**src/rtl/lfa_pkg.sv**
```systemverilog
`default_nettype none
// ============================================================================
// Module   : lfa_pkg
// Purpose  : Shared types and constants for the line-follower ADC scan
//            scheduler: scan slot order, FSM state encoding, SPI frame
//            geometry and the frame-word builder.
// Revision : 1.0 - initial release
// ============================================================================
package lfa_pkg;

    localparam int c_FRAME_LEN = 16;  // sclk periods per SPI transfer
    localparam int c_RESULT_W  = 12;  // ADC result width

    typedef enum logic [1:0] {
        SLOT_L = 2'd0,
        SLOT_C = 2'd1,
        SLOT_R = 2'd2
    } slot_t;

    typedef enum logic [1:0] {
        ST_IDLE  = 2'd0,
        ST_SETUP = 2'd1,
        ST_SHIFT = 2'd2,
        ST_GAP   = 2'd3
    } state_t;

    function automatic slot_t slot_next(input slot_t s);
        case (s)
            SLOT_L:  return SLOT_C;
            SLOT_C:  return SLOT_R;
            default: return SLOT_L;
        endcase
    endfunction

    // Control word sent MSB first: two don't-care zeros, channel, zero pad.
    function automatic logic [c_FRAME_LEN-1:0] frame_word(input logic [2:0] addr);
        return {2'b00, addr, 11'b0};
    endfunction

endpackage
`default_nettype wire

```
**src/rtl/adc_spi_frame.sv**
```systemverilog
`default_nettype none
// ============================================================================
// Module   : adc_spi_frame
// Purpose  : One 16-bit SPI transfer to the ADC. On start (accepted only
//            while cs_n is high) drops cs_n for a CLK_DIV-cycle setup, then
//            runs 16 sclk periods. din advances on sclk falling edges, dout
//            is sampled on rising edges; the last 12 samples form result.
// Ports    : clk_50M, reset (async, active high), start, addr[2:0], dout
//            adc_sclk, adc_cs_n, din, shifting (sclk phase active),
//            done (high in the cycle before cs_n rises), result[11:0]
// Revision : 1.0 - initial release
// ============================================================================
module adc_spi_frame
    import lfa_pkg::*;
#(
    parameter int CLK_DIV = 25
) (
    input  logic                  clk_50M,
    input  logic                  reset,
    input  logic                  start,
    input  logic [2:0]            addr,
    input  logic                  dout,
    output logic                  adc_sclk,
    output logic                  adc_cs_n,
    output logic                  din,
    output logic                  shifting,
    output logic                  done,
    output logic [c_RESULT_W-1:0] result
);

    localparam int                  c_DIV_W     = $clog2(CLK_DIV + 1);
    localparam logic [c_DIV_W-1:0]  c_DIV_LOAD  = c_DIV_W'(CLK_DIV - 1);
    localparam int                  c_HALF_W    = $clog2(2 * c_FRAME_LEN);
    localparam logic [c_HALF_W-1:0] c_HALF_LAST = c_HALF_W'(2 * c_FRAME_LEN - 1);

    logic                   r_sclk;
    logic                   r_cs_n;
    logic                   r_shifting;
    logic [c_DIV_W-1:0]     r_div;
    logic [c_HALF_W-1:0]    r_half;     // index of the current sclk half period
    logic [c_FRAME_LEN-1:0] r_tx;
    logic [c_RESULT_W-1:0]  r_rx;       // older samples simply fall off the top

    always_ff @(posedge clk_50M or posedge reset) begin
        if (reset) begin
            r_sclk     <= 1'b1;
            r_cs_n     <= 1'b1;
            r_shifting <= 1'b0;
            r_div      <= '0;
            r_half     <= '0;
            r_tx       <= '0;
            r_rx       <= '0;
        end else if (r_cs_n) begin
            if (start) begin
                r_cs_n     <= 1'b0;
                r_sclk     <= 1'b1;
                r_tx       <= frame_word(addr);   // bit15 valid at cs_n fall
                r_div      <= c_DIV_LOAD;
                r_half     <= '0;
                r_shifting <= 1'b0;
            end
        end else if (r_div != '0) begin
            r_div <= r_div - 1'b1;
        end else begin
            r_div <= c_DIV_LOAD;
            if (!r_shifting) begin
                // End of setup: first falling edge keeps bit15 on din.
                r_shifting <= 1'b1;
                r_sclk     <= 1'b0;
            end else begin
                r_half <= r_half + 1'b1;
                if (!r_half[0]) begin
                    r_sclk <= 1'b1;
                    r_rx   <= {r_rx[c_RESULT_W-2:0], dout};
                end else if (r_half == c_HALF_LAST) begin
                    r_cs_n     <= 1'b1;
                    r_shifting <= 1'b0;
                    r_half     <= '0;
                    r_tx       <= '0;
                end else begin
                    r_sclk <= 1'b0;
                    r_tx   <= {r_tx[c_FRAME_LEN-2:0], 1'b0};
                end
            end
        end
    end

    assign adc_sclk = r_sclk;
    assign adc_cs_n = r_cs_n;
    assign din      = r_tx[c_FRAME_LEN-1];
    assign shifting = r_shifting;
    assign done     = r_shifting && (r_div == '0) && (r_half == c_HALF_LAST);
    assign result   = r_rx;

endmodule
`default_nettype wire

```
**src/rtl/lfa_scan_scheduler.sv**
```systemverilog
`default_nettype none
// ============================================================================
// Module   : lfa_scan_scheduler
// Purpose  : Enable-gated L/C/R scan of the line-follower ADC. Addresses the
//            channels in L,C,R order, discards the priming frame after idle,
//            collects the pipelined results in shadows and publishes all
//            three together with a one-cycle frame_valid strobe.
// Ports    : clk_50M, reset (async, active high), enable, dout
//            adc_sclk, adc_cs_n, din, left_value/center_value/right_value[11:0],
//            frame_valid, busy
// Options  : LFA_AVG_EN - average 2^AVG_LOG2 scans per publish
// Revision : 1.0 - initial release
// ============================================================================
module lfa_scan_scheduler
    import lfa_pkg::*;
#(
    parameter int         CLK_DIV   = 25,
    parameter int         GAP_CYC   = 50,
    parameter logic [2:0] CH_LEFT   = 3'd3,
    parameter logic [2:0] CH_CENTER = 3'd4,
    parameter logic [2:0] CH_RIGHT  = 3'd5,
    parameter int         AVG_LOG2  = 2
) (
    input  logic                  clk_50M,
    input  logic                  reset,
    input  logic                  enable,
    input  logic                  dout,
    output logic                  adc_sclk,
    output logic                  adc_cs_n,
    output logic                  din,
    output logic [c_RESULT_W-1:0] left_value,
    output logic [c_RESULT_W-1:0] center_value,
    output logic [c_RESULT_W-1:0] right_value,
    output logic                  frame_valid,
    output logic                  busy
);

    localparam int                 c_GAP_W    = $clog2(GAP_CYC + 1);
    localparam logic [c_GAP_W-1:0] c_GAP_LOAD = c_GAP_W'(GAP_CYC - 1);

    if ((CLK_DIV < 2) || (CLK_DIV > 255) || (GAP_CYC < 1) || (AVG_LOG2 < 0)) begin : g_param_check
        $error("lfa_scan_scheduler: illegal parameter value");
    end

    state_t                r_state;
    slot_t                 r_slot;      // slot addressed by the current/next frame
    logic                  r_prime;     // current frame's result is stale
    logic [c_GAP_W-1:0]    r_gap;
    logic [c_RESULT_W-1:0] r_sh_l;
    logic [c_RESULT_W-1:0] r_sh_c;
    logic [c_RESULT_W-1:0] r_left;
    logic [c_RESULT_W-1:0] r_center;
    logic [c_RESULT_W-1:0] r_right;
    logic                  r_valid;
    logic                  r_busy;

    logic                  w_start;
    logic [2:0]            w_addr;
    logic                  w_shifting;
    logic                  w_done;
    logic [c_RESULT_W-1:0] w_result;

`ifdef LFA_AVG_EN
    localparam int                  c_ACC_W     = c_RESULT_W + AVG_LOG2;
    localparam logic [AVG_LOG2:0]   c_SCAN_LAST = (AVG_LOG2 + 1)'((1 << AVG_LOG2) - 1);

    logic [c_ACC_W-1:0] r_acc_l;
    logic [c_ACC_W-1:0] r_acc_c;
    logic [c_ACC_W-1:0] r_acc_r;
    logic [AVG_LOG2:0]  r_scan_cnt;
    logic [c_ACC_W-1:0] w_sum_l;
    logic [c_ACC_W-1:0] w_sum_c;
    logic [c_ACC_W-1:0] w_sum_r;

    assign w_sum_l = r_acc_l + c_ACC_W'(r_sh_l);
    assign w_sum_c = r_acc_c + c_ACC_W'(r_sh_c);
    assign w_sum_r = r_acc_r + c_ACC_W'(w_result);
`endif

    // A new frame starts straight out of IDLE or at the last GAP cycle.
    assign w_start = enable && ((r_state == ST_IDLE) ||
                                ((r_state == ST_GAP) && (r_gap == '0)));

    always_comb begin
        w_addr = CH_LEFT;
        if (r_state != ST_IDLE) begin
            case (r_slot)
                SLOT_C:  w_addr = CH_CENTER;
                SLOT_R:  w_addr = CH_RIGHT;
                default: w_addr = CH_LEFT;
            endcase
        end
    end

    adc_spi_frame #(
        .CLK_DIV (CLK_DIV)
    ) u_frame (
        .clk_50M  (clk_50M),
        .reset    (reset),
        .start    (w_start),
        .addr     (w_addr),
        .dout     (dout),
        .adc_sclk (adc_sclk),
        .adc_cs_n (adc_cs_n),
        .din      (din),
        .shifting (w_shifting),
        .done     (w_done),
        .result   (w_result)
    );

    always_ff @(posedge clk_50M or posedge reset) begin
        if (reset) begin
            r_state  <= ST_IDLE;
            r_slot   <= SLOT_L;
            r_prime  <= 1'b1;
            r_gap    <= '0;
            r_sh_l   <= '0;
            r_sh_c   <= '0;
            r_left   <= '0;
            r_center <= '0;
            r_right  <= '0;
            r_valid  <= 1'b0;
            r_busy   <= 1'b0;
`ifdef LFA_AVG_EN
            r_acc_l    <= '0;
            r_acc_c    <= '0;
            r_acc_r    <= '0;
            r_scan_cnt <= '0;
`endif
        end else begin
            r_valid <= 1'b0;
            case (r_state)
                ST_IDLE: begin
                    if (enable) begin
                        r_state <= ST_SETUP;
                        r_busy  <= 1'b1;
                        r_slot  <= SLOT_L;
                        r_prime <= 1'b1;
`ifdef LFA_AVG_EN
                        r_acc_l    <= '0;
                        r_acc_c    <= '0;
                        r_acc_r    <= '0;
                        r_scan_cnt <= '0;
`endif
                    end
                end
                ST_SETUP: begin
                    if (w_shifting) r_state <= ST_SHIFT;
                end
                ST_SHIFT: begin
                    if (w_done) begin
                        r_state <= ST_GAP;
                        r_gap   <= c_GAP_LOAD;
                        r_prime <= 1'b0;
                        r_slot  <= slot_next(r_slot);
                        // The result belongs to the slot addressed one frame earlier.
                        if (!r_prime) begin
                            case (r_slot)
                                SLOT_C: r_sh_l <= w_result;
                                SLOT_R: r_sh_c <= w_result;
                                SLOT_L: begin
`ifdef LFA_AVG_EN
                                    if (r_scan_cnt == c_SCAN_LAST) begin
                                        r_left     <= w_sum_l[c_ACC_W-1:AVG_LOG2];
                                        r_center   <= w_sum_c[c_ACC_W-1:AVG_LOG2];
                                        r_right    <= w_sum_r[c_ACC_W-1:AVG_LOG2];
                                        r_valid    <= 1'b1;
                                        r_acc_l    <= '0;
                                        r_acc_c    <= '0;
                                        r_acc_r    <= '0;
                                        r_scan_cnt <= '0;
                                    end else begin
                                        r_acc_l    <= w_sum_l;
                                        r_acc_c    <= w_sum_c;
                                        r_acc_r    <= w_sum_r;
                                        r_scan_cnt <= r_scan_cnt + 1'b1;
                                    end
`else
                                    r_left   <= r_sh_l;
                                    r_center <= r_sh_c;
                                    r_right  <= w_result;
                                    r_valid  <= 1'b1;
`endif
                                end
                                default: ;
                            endcase
                        end
                    end
                end
                ST_GAP: begin
                    if (r_gap != '0) begin
                        r_gap <= r_gap - 1'b1;
                    end else if (enable) begin
                        r_state <= ST_SETUP;
                    end else begin
                        r_state <= ST_IDLE;
                        r_busy  <= 1'b0;
                    end
                end
                default: begin
                    r_state <= ST_IDLE;
                    r_busy  <= 1'b0;
                end
            endcase
        end
    end

    assign left_value   = r_left;
    assign center_value = r_center;
    assign right_value  = r_right;
    assign frame_valid  = r_valid;
    assign busy         = r_busy;

endmodule
`default_nettype wire
```
**config.mk**
```make
export PLATFORM = sky130hd
export DESIGN_NAME = lfa_scan_scheduler
export DESIGN_NICKNAME = d
export VERILOG_FILES = /design/src/rtl/lfa_pkg.sv /design/src/rtl/adc_spi_frame.sv /design/src/rtl/lfa_scan_scheduler.sv
export SDC_FILE = /design/constraint.sdc
export NUM_CORES = 1
export LEC_CHECK = 0
export ABC_AREA = 1
export ABC_CLOCK_PERIOD_IN_PS = 5600
export BUFFER_PORTS_ARGS = -buffer_cell sky130_fd_sc_hd__buf_4
export CAP_MARGIN = 20
export CORE_MARGIN = 10
export CORE_UTILIZATION = 63
export DETAILED_ROUTE_END_ITERATION = 16
export GPL_ROUTABILITY_DRIVEN = 0
export PLACE_DENSITY = 0.84
export SLEW_MARGIN = 0
export SYNTH_ARGS = -nofsm -noshare
export SYNTH_HDL_FRONTEND = slang
export SYNTH_HIERARCHICAL = 1
export SYNTH_SLANG_ARGS = --single-unit
```
**constraint.sdc**
```tcl
create_clock -name clk_50M -period 5.6 [get_ports clk_50M]
set_input_delay 0.28 -clock clk_50M [delete_from_list [all_inputs] [get_ports clk_50M]]
set_output_delay 0.28 -clock clk_50M [all_outputs]
set_load 0.1 [all_outputs]
```
# Yosys cells after proc, flatten, opt, wreduce, memory -nomap -nowiden

Cells that the tools add are included.
Widths: inputs -> output; s select.

Flip-flop bits (word level): 114
Word-level logic and storage cells: 127
Output and inout bits: 41
Input port bits: 4

$add $sub $neg: 3
Bitwise logic cells: 4
Reduce and logical (&&, ||, !) cells: 29
Eq/ne operators: 15
Muxes and demuxes: 58

Operators by type and width:

| kind                | number |
|---|---|
| $mux 16             | 6 |
| $mux 5              | 9 |
| $reduce_and 4->1    | 7 |
| $mux 1              | 27 |
| $mux 2              | 6 |
| $mux 6              | 2 |
| $pmux 6 s2          | 1 |
| $reduce_and 3->1    | 4 |
| $reduce_bool 2->1   | 6 |
| $ne 2x1->1 const B  | 5 |
| $pmux 2 s2          | 2 |
| $pmux 2 s4          | 1 |
| $eq 2x2->1 const B  | 3 |
| $logic_not 6->1     | 1 |
| $ne 2x2->1 const B  | 3 |
| $pmux 3 s2          | 1 |
| $reduce_bool 6->1   | 1 |
| $sub 6x1->6 const B | 1 |
| $add 5x1->5 const B | 1 |
| $eq 5x5->1 const B  | 1 |
| $logic_not 5->1     | 1 |
| $reduce_bool 5->1   | 1 |
| $sub 5x1->5 const B | 1 |
| $eq 2x1->1 const B  | 2 |
| 8 further kinds     | 16 |

# Longest topological paths before layout

Depth in word-level cells: 6
Gate-level depth with buffers: 13
Mapped depth without buffers: 13

# Modules after synthesis

The synthesis kept the hierarchy.

Modules (own cells, without submodules):

| module             | area an instance (µm²) | sequential area each (µm²) | cells each | times used |
|---|---|---|---|---|
| lfa_scan_scheduler | 3062.9                 | 1828.0                     | 342        | 1 |
| adc_spi_frame      | 1498.9                 | 753.2                      | 174        | 1 |

# Worst setup path after synthesis

Ideal clock, no wire load.

Kind: reg2reg
From: register u_frame.r_half[0]
To: register r_center[0] (netlist: center_value[0])
Library setup time: 120 ps
Data required time: 5480 ps
Slack: 3522 ps
Cell stages (with the launch flop): 14
Path buffers: 2
Arrival time: 1958 ps
Period minus slack after synthesis: 2078 ps
Path through: dfrtp_1 ha_1 nand2_1 nor2_1 ha_1 inv_1 nor3_1 inv_1 nor2_4 nand3_2 buf_4 buf_6 nand2_1 nand2_1

Cells in the longest elaborated chain, start to end: 3

RTL lines:

| element                           | line                      | source |
|---|---|---|
| start: declaration                | adc_spi_frame.sv:40       | `logic [c_HALF_W-1:0] r_half;` |
| start signal: assignment          | adc_spi_frame.sv:71       | `r_half <= r_half + 1'b1;` |
| $eq 5x5->1                        | adc_spi_frame.sv:92       | `assign done = r_shifting && (r_div == '0) && (r_half == c_HALF_LAST);` |
| $logic_and 1x1->1                 | adc_spi_frame.sv:92       |  |
| named net w_done                  | lfa_scan_scheduler.sv:60  | `logic w_done;` |
| $reduce_and 4->1 (no source line) | n/a                       |  |
| end signal: assignment            | lfa_scan_scheduler.sv:180 | `r_center <= r_sh_c;` |
| end: declaration                  | lfa_scan_scheduler.sv:52  | `logic [c_RESULT_W-1:0] r_center;` |

The timed path passes the listed nets, and every way through them passes these cells.
A chain may end at the register's enable or synchronous reset.

# Final worst setup path

From: register u_frame.r_half[0]
To: register r_left[2] (netlist: left_value[2])

Cells in the longest elaborated chain, start to end: 3

RTL lines:

| element                           | line                      | source |
|---|---|---|
| $eq 5x5->1                        | adc_spi_frame.sv:92       |  |
| $logic_and 1x1->1                 | adc_spi_frame.sv:92       |  |
| named net w_done                  | lfa_scan_scheduler.sv:60  |  |
| $reduce_and 4->1 (no source line) | n/a                       |  |
| end signal: assignment            | lfa_scan_scheduler.sv:179 | `r_left <= r_sh_l;` |
| end: declaration                  | lfa_scan_scheduler.sv:51  | `logic [c_RESULT_W-1:0] r_left;` |

The timed path passes the listed nets, and every way through them passes these cells.

==> flow_summary.json <==
{
  "setup_violations": 0,
  "dr_total_vias": 3541,
  "critPathSlowestCell": "nand3_2",
  "clk_pin_slew_ns": 0.09,
  "power.density_mw_per_mm2": 311,
  "p_seq_share_pct": 51.2,
  "clock.fmax_mhz": 299,
  "min_period_ns": 3.34,
  "hold-worst-slack_ns": -0.00408,
  "fin_worst_skew_ns": 0.00883,
  "io_pins": 45,
  "violations": "hold timing",
  "area.sequential_mm2": 0.00258,
  "rows": 30,
  "max_slew_margin_pct": 40.7,
  "insertedDiodeCount": 0,
  "synthesis.area_mm2": 0.00456,
  "drtIter0Drc": 216,
  "area_growth_pct": 12.5,
  "cts_made_buffers": 9,
  "p_switching_uw": 496,
  "status": "complete, but fails checks",
  "fin_util_pct": 74.3,
  "tns_ns": 0,
  "insertion_delay_ns": 0.36,
  "cts_tree": "built",
  "ys_seq_area_share_pct": 56.6,
  "grt_max_degree": 74,
  "power.internal_mw": 1.10,
  "dpl.hpwl_mm": 6.62,
  "critical_path_arrival_ns": 3.65,
  "crit_required_ns": 5.90,
  "syn_avg_cell_area_um2": 8.84,
  "hold_violations": 10,
  "worst_pin_slew_ns": 0.889,
  "max_cap_violations": 0,
  "min-delay-path-class": "in2async",
  "p_comb_share_pct": 20.0,
  "synthDistinctLibCells": 31,
  "final_cell_count_no_fill": 657,
  "endpoint_kind": "flop",
  "track_usage_pct": 17.1,
  "die_w_um": 105,
  "postRouteAntennaNets": 0,
  "hold_buffers": 0,
  "slowest_delay_ns": 0.69,
  "ys_ff_latch": 103,
  "cts.path.max_buffers": 2,
  "dp.cells": 641,
  "drive_gt1_share_pct": 15.5,
  "core-area_mm2": 0.00691,
  "grt_first_pass_wirelength_mm": 15.8,
  "cts_htree_levels": 3,
  "die_area_mm2": 0.0110,
  "power_leakage_nw": 2.73,
  "post_drt_via_cell_ratio": 5.39,
  "cts_root_buffer": "clkbuf_8",
  "io_buffers": 44,
  "pwr-share-clk_pct": 28.8,
  "power_mw": 1.60,
  "finalWirelength_mm": 9.53,
  "yosys_warnings": 6,
  "cp_common_cell": "nand2_1",
  "dr.pass1.iters": 5,
  "grt_pass1_vias": 3377,
  "drc": 0,
  "grt_antenna_before_repair": 0,
  "fin_nets": 572,
  "cts_resized": 0,
  "p_sw_share_pct": 31.0,
  "post_cts_buffers": 0,
  "crit_chain": "ha_1 -> nand2_1 -> nor2_1 -> ha_1 -> inv_1 -> nor3_1 -> inv_1 -> nor2_4 -> nand3_2 -> inv_2 -> nand2_1 -> nand2_1",
  "rsz0062_at_grt": "false",
  "grt.overflow.total": 0,
  "peakVddDrop_mv": 0.168,
  "clock_sinks": 103,
  "postSynthCellCount": 516,
  "die_h_um": 105,
  "start_util_pct": 66.1,
  "fillCellCount": 524,
  "setup.worst_path.start_class": "flop",
  "worstSetupPathType": "reg2reg",
  "period_share_pct": 59.7,
  "syn-num-nets": 532,
  "multi_input_area_mm2": 0.00171,
  "report.final.slew_viol_count": 0,
  "worstPathMaxFanout": 49,
  "wl_per_cell_um": 14.5
}
## power by group through the flow
stage	logic (mW)	registers [mW]	clock network (mW)
final	0.319	0.819	0.460
after global routing	0.363	0.824	0.504
after floorplan	0.231	0.845	0
after CTS	0.321	0.818	0.469
after global placement	0.297	0.830	0
after detailed placement	0.318	0.831	0
## cells by family after synthesis
group / count (synthesis) / synth area share (%)
compound gates: 62 / 6.91
xor+xnor: 1 / 0.192
fa+ha+maj: 12 / 3.29
flops: 103 / 56.6
simple gates: 278 / 27.0
buf+inv: 60 / 6.01
## area by class of cell
cell class / count / share of cell area [%]
flip-flops and latches: 103 / 50.3
well taps: 96 / 2.34
clock buffers: 11 / 2.75
clock inverters: 5 / 1.12
repair buffers: 46 / 7.12
inverters: 43 / 3.14
multi-input cells: 353 / 33.2
## placed cells by master (no fill, tap or decap), types with 2 or more instances in the layout
cell      instances
nand2_1         208
clkinv_4          2
o21ai_1           6
nor3b_1           2
ha_1             12
nand4_1           3
o21ai_0          48
nand3_1          32
nor2_4            4
a21oi_1           5
clkbuf_8         10
inv_1            40
inv_2             3
buf_4            45
nand3_2           5
nor2_1           10
dfstp_2           3
nand2_4           2
dfrtp_1         100
nor3_1            3
clkinv_2          2
or2_2             3
nor2_2            2
## critical path: cells and delay by family, from the launching register on
kind                       cells  cell delay [ns]
and+or+nand+nor                7             1.49
adders and majority gates      2             0.42
DFF                            1             0.53
buffers and inverters          3             0.84
## sequential cells by signal (all words and copies together) (netlist names)
signal            cells
u_frame/r_tx          5
busy                  1
frame_valid           1
u_frame/r_div         5
r_state               2
u_frame/adc_sclk      1
u_frame/adc_cs_n      1
r_sh_l               12
u_frame/shifting      1
u_frame/r_half        5
right_value          12
r_sh_c               12
center_value         12
r_prime               1
r_slot                2
u_frame/result       12
left_value           12
r_gap                 6
## final timing paths
kind | from | endpoint | slack (ns) | cells after the start
worst max-delay path | u_frame/r_half[0]$_DFFE_PP0P_ | left_value[2]$_DFFE_PP0P_ | 2.26 | 12
worst min-delay path | reset | u_frame/r_div[2]$_DFFE_PP0P_ | -0.004 | 2
worst max register to register | u_frame/r_half[0]$_DFFE_PP0P_ | left_value[2]$_DFFE_PP0P_ | 2.26 | 12
worst min register to register | r_sh_c[1]$_DFFE_PP0P_ | center_value[1]$_DFFE_PP0P_ | 0.48 | 2
max in group asynchronous | reset | r_sh_l[10]$_DFFE_PP0P_ | 4.84 | 3
min in group clk_50M | dout | u_frame/result[0]$_DFFE_PP0P_ | 0.16 | 3
## layer usage
| layer | part of all wire, % | global-route usage, % | up-vias |
|---|---|---|---|
| li1 | - | - | 1715 |
| met1 | 43 | 21.4 | 1722 |
| met2 | 50 | 27.9 | 91 |
| met3 | 5.6 | 5.04 | 13 |
| met4 | 1.1 | 5.10 | 0 |
| met5 | 0 | 0 | - |
## Yosys cell counts, drive strengths merged
library cell / instances / area share, %
nand2: 211 / 18
dfrtp: 100 / 55
o21ai: 54 / 5.9
inv: 43 / 3.5
nand3: 38 / 5.0
nor2: 17 / 2.5
buf: 13 / 2.1
ha: 12 / 3.3
a21oi: 5 / 0.55
clkbuf: 4 / 0.33
nand4: 4 / 0.69
dfstp: 3 / 1.7
nor3: 3 / 0.33
or2: 3 / 0.41
nor3b: 2 / 0.33
a31oi: 1 / 0.14
o211ai: 1 / 0.16
o22ai: 1 / 0.14
xnor2: 1 / 0.19
## metrics by stage
stage                     worst slack [ns]  area, um^2
after floorplan                       3.47        4560
after global placement                2.50        4910
after detailed placement              2.32        4930
after CTS                             2.24        5130
after global routing                  1.85        5130
final                                 2.26        5130
(Power assumes the default switching activity.)
